--- config.mk ---
export PLATFORM = sky130hd
export DESIGN_NAME = hack_cpu_ctrl_flat
export DESIGN_NICKNAME = d
export VERILOG_FILES = /design/src/rtl/hack_pkg.sv /design/src/rtl/hack_cpu_ctrl_if.sv /design/src/rtl/hack_jump_cond.sv /design/src/rtl/hack_cpu_ctrl.sv /design/src/flat_wrapper.sv
export SDC_FILE = /design/constraint.sdc
export NUM_CORES = 1
export LEC_CHECK = 0
export ABC_CLOCK_PERIOD_IN_PS = 3900
export CORE_AREA = 2 2 120 122
export CTS_CLUSTER_DIAMETER = 60
export DETAILED_ROUTE_END_ITERATION = 7
export DIE_AREA = 0 0 122 124
export HOLD_SLACK_MARGIN = 0.03
export PLACE_DENSITY = 0.71
export REMOVE_ABC_BUFFERS = 1
export SYNTH_ARGS = -nofsm -noshare
export SYNTH_HDL_FRONTEND = slang
export SYNTH_SLANG_ARGS = --single-unit
--- constraint.sdc ---
create_clock -name clk -period 3.9 [get_ports clk]
set_clock_uncertainty 0.1 [all_clocks]
set_input_delay 0.585 -clock clk [delete_from_list [all_inputs] [get_ports clk]]
set_output_delay 0.585 -clock clk [all_outputs]
set_load 0.05 [all_outputs]
--- src/rtl/hack_pkg.sv ---
`default_nettype none
// ============================================================================
//  Module   : hack_pkg
//  Brief    : Shared types and constants for the Hack CPU control sequencer:
//             state encoding, instruction field positions and bus widths.
//  Revision : 1.0 - initial release
// ============================================================================
package hack_pkg;

    localparam int DATA_W = 16;
    localparam int ADDR_W = 15;

    // Instruction field positions
    localparam int IS_C    = 15;
    localparam int ABIT    = 12;
    localparam int CTRL_HI = 11;
    localparam int CTRL_LO = 6;
    localparam int DEST_HI = 5;
    localparam int DEST_LO = 3;
    localparam int JMP_HI  = 2;
    localparam int JMP_LO  = 0;

    // Individual destination bits inside DEST
    localparam int DEST_A = 5;
    localparam int DEST_D = 4;
    localparam int DEST_M = 3;

    typedef enum logic [2:0] {
        FETCH  = 3'd0,
        DECODE = 3'd1,
        MEMRD  = 3'd2,
        EXEC   = 3'd3,
        MEMWR  = 3'd4
    } state_t;

endpackage : hack_pkg
`default_nettype wire

--- src/rtl/hack_cpu_ctrl_if.sv ---
`default_nettype none
// ============================================================================
//  Module   : hack_cpu_ctrl_if
//  Brief    : Bundles the instruction-ROM, ALU, data-memory and debug signals
//             of the Hack control sequencer. master = sequencer side,
//             slave = ROM / ALU / RAM environment side.
//  Revision : 1.0 - initial release
// ============================================================================
interface hack_cpu_ctrl_if;
    import hack_pkg::*;

    // Instruction ROM
    logic [ADDR_W-1:0] rom_addr;
    logic              rom_en;
    logic [DATA_W-1:0] rom_data;

    // Combinational ALU
    logic [DATA_W-1:0] alu_x;
    logic [DATA_W-1:0] alu_y;
    logic              alu_zx;
    logic              alu_nx;
    logic              alu_zy;
    logic              alu_ny;
    logic              alu_f;
    logic              alu_no;
    logic [DATA_W-1:0] alu_out;
    logic              alu_zr;
    logic              alu_ng;

    // Data memory
    logic              mem_req;
    logic              mem_we;
    logic [ADDR_W-1:0] mem_addr;
    logic [DATA_W-1:0] mem_wdata;
    logic [DATA_W-1:0] mem_rdata;
    logic              mem_ack;

    // Architectural state for debug
    logic [ADDR_W-1:0] pc;
    logic [DATA_W-1:0] a_reg;
    logic [DATA_W-1:0] d_reg;

    modport master (
        output rom_addr, rom_en,
        input  rom_data,
        output alu_x, alu_y, alu_zx, alu_nx, alu_zy, alu_ny, alu_f, alu_no,
        input  alu_out, alu_zr, alu_ng,
        output mem_req, mem_we, mem_addr, mem_wdata,
        input  mem_rdata, mem_ack,
        output pc, a_reg, d_reg
    );

    modport slave (
        input  rom_addr, rom_en,
        output rom_data,
        input  alu_x, alu_y, alu_zx, alu_nx, alu_zy, alu_ny, alu_f, alu_no,
        output alu_out, alu_zr, alu_ng,
        input  mem_req, mem_we, mem_addr, mem_wdata,
        output mem_rdata, mem_ack,
        input  pc, a_reg, d_reg
    );

endinterface : hack_cpu_ctrl_if
`default_nettype wire

--- src/rtl/hack_jump_cond.sv ---
`default_nettype none
// ============================================================================
//  Module   : hack_jump_cond
//  Brief    : Hack jump-condition evaluator. j[2]=less-than, j[1]=equal,
//             j[0]=greater-than, tested against the ALU zr/ng flags.
//  Revision : 1.0 - initial release
// ============================================================================
module hack_jump_cond (
    input  logic [2:0] j,
    input  logic       zr,
    input  logic       ng,
    output logic       jump
);

    // Any selected relation that holds for the ALU result takes the jump
    always_comb begin
        jump = (j[2] & ng) | (j[1] & zr) | (j[0] & ~ng & ~zr);
    end

endmodule : hack_jump_cond
`default_nettype wire

--- src/rtl/hack_cpu_ctrl.sv ---
`default_nettype none
// ============================================================================
//  Module   : hack_cpu_ctrl
//  Brief    : Multi-cycle Hack CPU control sequencer. Fetches and decodes
//             instructions, owns A/D/PC, drives the external ALU and performs
//             data-memory reads/writes over a req/ack handshake.
//  Revision : 1.0 - initial release
// ============================================================================
module hack_cpu_ctrl (
    input  logic            clk,
    input  logic            reset,
    hack_cpu_ctrl_if.master bus
);
    import hack_pkg::*;

    state_t            r_state;
    state_t            w_state_nxt;

    logic [DATA_W-1:0] r_a;
    logic [DATA_W-1:0] r_d;
    logic [DATA_W-1:0] r_ir;
    logic [DATA_W-1:0] r_mreg;
    logic [DATA_W-1:0] r_wreg;
    logic [ADDR_W-1:0] r_pc;
    logic [ADDR_W-1:0] r_waddr;
    logic [ADDR_W-1:0] r_tgt;
    logic              r_jump;

    logic [ADDR_W-1:0] w_pc_inc;
    logic              w_jump;
    logic              w_ack;

    logic              w_rom_en;
    logic              w_mem_req;
    logic              w_mem_we;
    logic [ADDR_W-1:0] w_mem_addr;
    logic [DATA_W-1:0] w_mem_wdata;
    logic [5:0]        w_alu_ctrl;

    // Opcode marker and the two ignored bits of a C-instruction carry no
    // information once the instruction has been dispatched.
    logic              w_unused_ir;
    assign w_unused_ir = ^r_ir[IS_C:13];

    // Wraps naturally from 0x7FFF to 0x0000 at 15 bits
    assign w_pc_inc = r_pc + 15'd1;

    // An acknowledge only counts while a request is actually being presented
    assign w_ack = w_mem_req & bus.mem_ack;

    hack_jump_cond u_jump_cond (
        .j    (r_ir[JMP_HI:JMP_LO]),
        .zr   (bus.alu_zr),
        .ng   (bus.alu_ng),
        .jump (w_jump)
    );

    // State register
    always_ff @(posedge clk) begin
        if (reset) begin
            r_state <= FETCH;
        end else begin
            r_state <= w_state_nxt;
        end
    end

    // Next-state and per-state bus/ALU outputs; strobes are held low in reset
    always_comb begin
        w_state_nxt = r_state;
        w_rom_en    = 1'b0;
        w_mem_req   = 1'b0;
        w_mem_we    = 1'b0;
        w_mem_addr  = '0;
        w_mem_wdata = '0;
        w_alu_ctrl  = 6'b000000;
        case (r_state)
            FETCH: begin
                w_rom_en    = ~reset;
                w_state_nxt = DECODE;
            end
            DECODE: begin
                if (!bus.rom_data[IS_C]) begin
                    w_state_nxt = FETCH;
                end else if (bus.rom_data[ABIT]) begin
                    w_state_nxt = MEMRD;
                end else begin
                    w_state_nxt = EXEC;
                end
            end
            MEMRD: begin
                w_mem_req  = ~reset;
                w_mem_addr = r_a[ADDR_W-1:0];
                if (bus.mem_ack && !reset) begin
                    w_state_nxt = EXEC;
                end
            end
            EXEC: begin
                w_alu_ctrl  = r_ir[CTRL_HI:CTRL_LO];
                w_state_nxt = r_ir[DEST_M] ? MEMWR : FETCH;
            end
            MEMWR: begin
                w_mem_req   = ~reset;
                w_mem_we    = 1'b1;
                w_mem_addr  = r_waddr;
                w_mem_wdata = r_wreg;
                if (bus.mem_ack && !reset) begin
                    w_state_nxt = FETCH;
                end
            end
            default: begin
                w_state_nxt = FETCH;
            end
        endcase
    end

    // Architectural registers and transfer holding registers
    always_ff @(posedge clk) begin
        if (reset) begin
            r_a     <= '0;
            r_d     <= '0;
            r_ir    <= '0;
            r_mreg  <= '0;
            r_wreg  <= '0;
            r_pc    <= '0;
            r_waddr <= '0;
            r_tgt   <= '0;
            r_jump  <= 1'b0;
        end else begin
            case (r_state)
                DECODE: begin
                    r_ir <= bus.rom_data;
                    if (!bus.rom_data[IS_C]) begin
                        r_a  <= {1'b0, bus.rom_data[ADDR_W-1:0]};
                        r_pc <= w_pc_inc;
                    end
                end
                MEMRD: begin
                    if (w_ack) begin
                        r_mreg <= bus.mem_rdata;
                    end
                end
                EXEC: begin
                    // M target and jump target both use A from before this
                    // instruction, even when A is also a destination.
                    r_wreg  <= bus.alu_out;
                    r_waddr <= r_a[ADDR_W-1:0];
                    r_tgt   <= r_a[ADDR_W-1:0];
                    if (r_ir[DEST_A]) begin
                        r_a <= bus.alu_out;
                    end
                    if (r_ir[DEST_D]) begin
                        r_d <= bus.alu_out;
                    end
                    if (r_ir[DEST_M]) begin
                        r_jump <= w_jump;
                    end else begin
                        r_pc <= w_jump ? r_a[ADDR_W-1:0] : w_pc_inc;
                    end
                end
                MEMWR: begin
                    if (w_ack) begin
                        r_pc <= r_jump ? r_tgt : w_pc_inc;
                    end
                end
                default: begin
                end
            endcase
        end
    end

    // Output mapping
    always_comb begin
        bus.rom_addr  = reset ? '0 : r_pc;
        bus.rom_en    = w_rom_en;
        bus.alu_x     = r_d;
        bus.alu_y     = r_ir[ABIT] ? r_mreg : r_a;
        bus.alu_zx    = w_alu_ctrl[5];
        bus.alu_nx    = w_alu_ctrl[4];
        bus.alu_zy    = w_alu_ctrl[3];
        bus.alu_ny    = w_alu_ctrl[2];
        bus.alu_f     = w_alu_ctrl[1];
        bus.alu_no    = w_alu_ctrl[0];
        bus.mem_req   = w_mem_req;
        bus.mem_we    = w_mem_we;
        bus.mem_addr  = w_mem_addr;
        bus.mem_wdata = w_mem_wdata;
        bus.pc        = r_pc;
        bus.a_reg     = r_a;
        bus.d_reg     = r_d;
    end

endmodule : hack_cpu_ctrl
`default_nettype wire

--- src/flat_wrapper.sv ---
// flat-port wrapper written by rule: the top's interface ports become plain ports
module hack_cpu_ctrl_flat import hack_pkg::*;
  (clk, reset, bus_rom_addr, bus_rom_en, bus_rom_data, bus_alu_x, bus_alu_y, bus_alu_zx, bus_alu_nx, bus_alu_zy, bus_alu_ny, bus_alu_f, bus_alu_no, bus_alu_out, bus_alu_zr, bus_alu_ng, bus_mem_req, bus_mem_we, bus_mem_addr, bus_mem_wdata, bus_mem_rdata, bus_mem_ack, bus_pc, bus_a_reg, bus_d_reg);
  hack_cpu_ctrl_if bus_i ();
  input  logic clk;
  input  logic reset;
  output wire logic [$bits(bus_i.rom_addr)-1:0] bus_rom_addr;
  output wire logic [$bits(bus_i.rom_en)-1:0] bus_rom_en;
  input wire logic [$bits(bus_i.rom_data)-1:0] bus_rom_data;
  output wire logic [$bits(bus_i.alu_x)-1:0] bus_alu_x;
  output wire logic [$bits(bus_i.alu_y)-1:0] bus_alu_y;
  output wire logic [$bits(bus_i.alu_zx)-1:0] bus_alu_zx;
  output wire logic [$bits(bus_i.alu_nx)-1:0] bus_alu_nx;
  output wire logic [$bits(bus_i.alu_zy)-1:0] bus_alu_zy;
  output wire logic [$bits(bus_i.alu_ny)-1:0] bus_alu_ny;
  output wire logic [$bits(bus_i.alu_f)-1:0] bus_alu_f;
  output wire logic [$bits(bus_i.alu_no)-1:0] bus_alu_no;
  input wire logic [$bits(bus_i.alu_out)-1:0] bus_alu_out;
  input wire logic [$bits(bus_i.alu_zr)-1:0] bus_alu_zr;
  input wire logic [$bits(bus_i.alu_ng)-1:0] bus_alu_ng;
  output wire logic [$bits(bus_i.mem_req)-1:0] bus_mem_req;
  output wire logic [$bits(bus_i.mem_we)-1:0] bus_mem_we;
  output wire logic [$bits(bus_i.mem_addr)-1:0] bus_mem_addr;
  output wire logic [$bits(bus_i.mem_wdata)-1:0] bus_mem_wdata;
  input wire logic [$bits(bus_i.mem_rdata)-1:0] bus_mem_rdata;
  input wire logic [$bits(bus_i.mem_ack)-1:0] bus_mem_ack;
  output wire logic [$bits(bus_i.pc)-1:0] bus_pc;
  output wire logic [$bits(bus_i.a_reg)-1:0] bus_a_reg;
  output wire logic [$bits(bus_i.d_reg)-1:0] bus_d_reg;
  assign bus_rom_addr = bus_i.rom_addr;
  assign bus_rom_en = bus_i.rom_en;
  assign bus_i.rom_data = bus_rom_data;
  assign bus_alu_x = bus_i.alu_x;
  assign bus_alu_y = bus_i.alu_y;
  assign bus_alu_zx = bus_i.alu_zx;
  assign bus_alu_nx = bus_i.alu_nx;
  assign bus_alu_zy = bus_i.alu_zy;
  assign bus_alu_ny = bus_i.alu_ny;
  assign bus_alu_f = bus_i.alu_f;
  assign bus_alu_no = bus_i.alu_no;
  assign bus_i.alu_out = bus_alu_out;
  assign bus_i.alu_zr = bus_alu_zr;
  assign bus_i.alu_ng = bus_alu_ng;
  assign bus_mem_req = bus_i.mem_req;
  assign bus_mem_we = bus_i.mem_we;
  assign bus_mem_addr = bus_i.mem_addr;
  assign bus_mem_wdata = bus_i.mem_wdata;
  assign bus_i.mem_rdata = bus_mem_rdata;
  assign bus_i.mem_ack = bus_mem_ack;
  assign bus_pc = bus_i.pc;
  assign bus_a_reg = bus_i.a_reg;
  assign bus_d_reg = bus_i.d_reg;
  hack_cpu_ctrl u_core (.clk(clk), .reset(reset), .bus(bus_i));
endmodule
* Word level (Yosys, flattened, before mapping) *
Index checks and enable logic that the tools add are counted.

operators by class
  add/subtract/negate cells = 1
  multiply operators = 0
  div/mod/pow operators = 0
  order comparisons = 0
  equality and inequality tests = 10
  shifts and indexed selects = 0
  mux-type cells = 23
  bitwise gates (word level) = 10
  reductions and logical operators = 12

operator list
  kind                                                                     count
  15-bit 2-to-1 mux                                                        6
  16-bit 2-to-1 mux                                                        4
  15-bit case mux with 3 select lines                                      1
  16-bit case mux with 2 select lines                                      1
  15-bit case mux with 2 select lines                                      1
  15-bit by 1-bit adder with 15-bit output, second input constant          1
  3-bit case mux with 5 select lines                                       1
  3-bit 2-to-1 mux                                                         4
  2-bit by 1-bit inequality test with 1-bit output, second input constant  4
  2-bit AND reduction                                                      4
  3-bit by 2-bit == test with 1-bit output, second input constant          2
  6-bit 2-to-1 mux                                                         1
  1-bit AND                                                                5
  1-bit 2-to-1 mux                                                         4
  2-bit inequality test, second input constant                             2
  4-bit AND reduction                                                      1
  3-bit by 1-bit == test with 1-bit output, second input constant          1
  3-bit == test, second input constant                                     1
  3-bit zero test                                                          1
  1-bit NOT                                                                3
  3-bit AND reduction                                                      1
  3-bit nonzero test                                                       1
  1-bit bitwise OR                                                         2
  2-bit nonzero test                                                       1
  other kinds (3)                                                          3

storage, ports and cells
  bits in registers = 111
  latch bits = 0
  memory bits (writable) = 0
  ROM bits = 0
  bits of input ports = 53
  output and inout bits = 134
  word-level logic and storage cells = 65
  memories kept = 0

* Depth between registers and ports, before layout *
  depth after elaboration = 7
  mapped depth = 9
  depth with buffers taken out = 7

* Hierarchy *
From an unflattened synthesis, not the netlist that was laid out.

second synthesis, totals
  cell total of the unflattened synthesis = 706
  area, all modules = 5425.2 um^2

by module, submodules not included
  module          times used  cells an instance  area each (um^2)  sequential area each (um^2)
  hack_cpu_ctrl   1           704                5407.7            2222.1
  hack_jump_cond  1           2                  17.5              0.0

* Worst setup path after synthesis *
OpenSTA, ideal clock, no wires.

  kind = input to output
  start point = in reset
  end point = out bus_rom_en
  arrival = 2.428 ns
  setup slack = 0.787 ns
  stages = 3
  path through = clkbuf_1 > buf_1 > nor4_1

between the ends
  word-level cells in the longest chain between the ends = 2

ends and longest elaborated chain
  what              RTL line             source
  from (decl)       flat_wrapper.sv:6    input logic reset;
  1-bit NOT         hack_cpu_ctrl.sv:78  w_rom_en = ~reset;
  1-bit 2-to-1 mux  hack_cpu_ctrl.sv:76  case (r_state)
  to (decl)         flat_wrapper.sv:8    output wire logic [$bits(bus_i.rom_en)-1:0] bus_rom_en;

No other way between the ends.

* Final worst setup path *
  start point = reg u_core.r_state[1]
  end point = out bus_mem_addr[0]

between the ends
  word-level cells in the longest chain between the ends = 2

ends and longest elaborated chain
  what                                                                       RTL line             source
  from (decl)                                                                hack_cpu_ctrl.sv:16  state_t r_state;
  from (signal assigned)                                                     hack_cpu_ctrl.sv:63  r_state <= w_state_nxt;
  3-bit == test or 3-bit by 2-bit == test with 1-bit output (tied branches)  hack_cpu_ctrl.sv:76
  15-bit case mux with 2 select lines *                                      hack_cpu_ctrl.sv:76
  to (decl)                                                                  flat_wrapper.sv:23   output wire logic [$bits(bus_i.mem_addr)-1:0] bus_mem_addr;

Mark *: on every way between the ends. The rest lies on a longest branch, timed or not.

==> flow_metrics.py <==
metrics = {
    "clock_tree": {
        "numCtsBuffers": 9,
        "post_cts_buffers": 0,
        "hold_buffers": 0,
        "tritoncts": "built",
        "clkTransAtPathRegs_ns": 0.07,
        "cts_buffer_depth": 2,
        "root_buffer": "clkbuf_16",
        "ctsResizeCount": 0,
        "clock_latency_ns": 0.34,
        "cts_sinks": 111,
        "htree_levels": 3,
    },
    "sta": {
        "hold_slack_ns": 0.354,
        "rsz0062_at_grt": "false",
        "max-slew-margin-rel_pct": 33.9,
        "period_needed_ns": 3.40,
        "clock.fmax_mhz": 294,
        "setup_violations": 0,
        "tightestPinTransition_ns": 0.988,
        "hold_viol": 0,
        "post-route-period-util_pct": 87.3,
        "tns_ns": 0,
        "setup_ws_ns": 0.497,
        "maxSlewViolCount": 0,
    },
    "placement": {
        "port_buffers": 186,
        "pre_cts_ws_ns": 0.876,
        "place_hpwl_um": 12400,
        "gp_congestion": 0.888,
    },
    "synthesis": {
        "synth_top_cell_area_share_pct": 40.8,
        "synthTopCellsByCount": "nand2_1 (184), dfxtp_1 (111), a21oi_1 (73), clkbuf_1 (33), nor2_1 (33)",
        "ys_ff_latch": 111,
        "synthArstFlopShare_pct": 0,
        "synth.distinct_cells": 59,
        "synth_edf_count": 0,
        "synth_ff_type": "dfxtp_1",
        "ys_seq_area_share_pct": 40.8,
        "synth_area_per_cell_um2": 7.94,
        "yosysMostFrequentCell": "nand2_1",
        "synth_area_um2": 5450,
        "synthCells": 686,
        "synth_warnings": 0,
        "synthTopCellsByArea": "dfxtp_1 (41%), nand2_1 (13%), a21oi_1 (6.7%)",
        "yosysTopAreaCell": "dfxtp_1",
    },
    "global_routing": {
        "antenna_found_initial": 1,
        "grt_pass1_vias": 5274,
        "track_usage_pct": 23.2,
        "overflow": 0,
        "grt_start_max_net_pins": 56,
        "grt_pass1_wl_um": 27600,
    },
    "floorplanning": {
        "core_um2": 13700,
        "die_area_um2": 15100,
        "start_util_pct": 39.7,
        "core.rowCount": 43,
        "die_x_um": 122,
        "io_pins": 187,
        "die_h_um": 124,
    },
    "drt": {
        "antenna_left": 0,
        "drtPass1Iterations": 5,
        "routedWlPerCell_um": 17.4,
        "dr_total_vias": 5489,
        "drt_wl_total_um": 17600,
        "drt_iter0_drc": 427,
        "drc_errors": 0,
        "vias_per_cell": 5.45,
    },
    "setup_path": {
        "path_class": "flop to output pin",
        "start_kind": "flop",
        "crit_path_end_kind": "output pin",
        "cp-startpoint": "u_core.r_state[1]",
        "worstPathArrival_ns": 2.72,
        "critPathRequiredTime_ns": 3.21,
        "r2r-start": "u_core.r_state[1]",
        "crit_fanout": 38,
    },
    "status": {
        "outcome": "completed",
    },
    "cells_and_area": {
        "syn_to_final_growth_pct": 37.7,
        "fin_nets": 879,
        "antenna_cells_inserted": 0,
        "drive_gt1_share_pct": 6.88,
        "utilization_pct": 54.7,
    },
    "power": {
        "vdd_drop_max_mv": 0.186,
        "p_leak_uw": 0.00264,
        "p_per_area_nw_per_um2": 345,
        "power_uw": 2590,
    },
    "min_path": {
        "min-delay-start": "u_core.r_wreg[3]",
        "hp-class": "flop to flop",
    },
    "job": {
        "maxCapViolCount": 0,
    },
}
-- layout make-up --
class,count,area (um^2)
sequential,111,2220
timing repair buffer,194,1920
fill,1288,6220
clock buffer,11,243
multi-input combinational,501,2850
inverter,7,26.3
clock inverter,4,22.5
tap,180,225
-- report_power, final --
group          switching [uW]  total (uW)  internal (uW)
Sequential               65.6        1240           1170
Clock                     401         846            445
Combinational             309         505            195
-- final timing paths --
kind	slack, ns	end	cells after the start
max reg2reg	0.95	u_core.bus.pc[9]	6
max	0.50	bus_mem_addr[0]	5
min reg2reg	0.35	u_core.r_wreg[3]	2
min	0.35	u_core.r_wreg[3]	2
-- stage by stage --
stage,std cells,instance area [um^2]
2_1_floorplan,619,5080
3_3_place_gp,993,7240
3_5_place_dp,993,7240
4_1_cts,1008,7500
5_1_grt,1008,7500
6_report,1008,7500
-- layout by cell type (no fill, tap or decap), types with 3 or more instances in the layout --
cell               n
nor2b_1           15
a22o_1            16
and2_1            24
o21ai_0            4
nand2_1          183
a2111oi_0          3
nor3_1            11
mux2_2            17
nand3_1            6
nand2b_1           7
nor4_1             6
a21oi_1           73
xnor2_1            3
clkinv_2           3
nor2_2             3
a31oi_1            3
clkdlybuf4s50_1  185
dfxtp_1          111
a221oi_1           8
a311oi_1          19
nand3b_1          17
nor2_1            33
inv_1              6
o32ai_1            6
clkbuf_16          9
o22ai_1            4
nand4_1            6
buf_4              9
-- critical path, cell delays in order (launching register included) --
cell,delay [ns]
dfxtp_1,0.47
nor2_2,0.20
nand2_4,0.09
inv_2,0.57
a22o_1,0.24
clkdlybuf4s50_1,0.81
-- per-layer routing --
metal / track usage [%] / vias to the layer above / wire length, um
met1: 29.4 / 2568 / 7410
met5: 0 / - / 12
met2: 38.7 / 236 / 8270
met3: 5.49 / 37 / 1510
li1: - / 2646 / -
met4: 8.55 / 2 / 371
-- kinds of logic (layout without fill, tap and decap cells) --
| family | count (synthesis) | in the layout | synth area share (%) |
|---|---|---|---|
| and+or+nand+nor | 326 | 326 | 28.2 |
| AOI/OAI and AO/OA | 150 | 150 | 18.8 |
| DFF | 111 | 111 | 40.8 |
| buffers and inverters | 74 | 216 | 7.21 |
| muxes | 18 | 18 | 3.70 |
| xor gates and xnor gates | 5 | 5 | 0.804 |
| adders and majority gates | 2 | 2 | 0.459 |
Power figures use the tool's default switching activity.
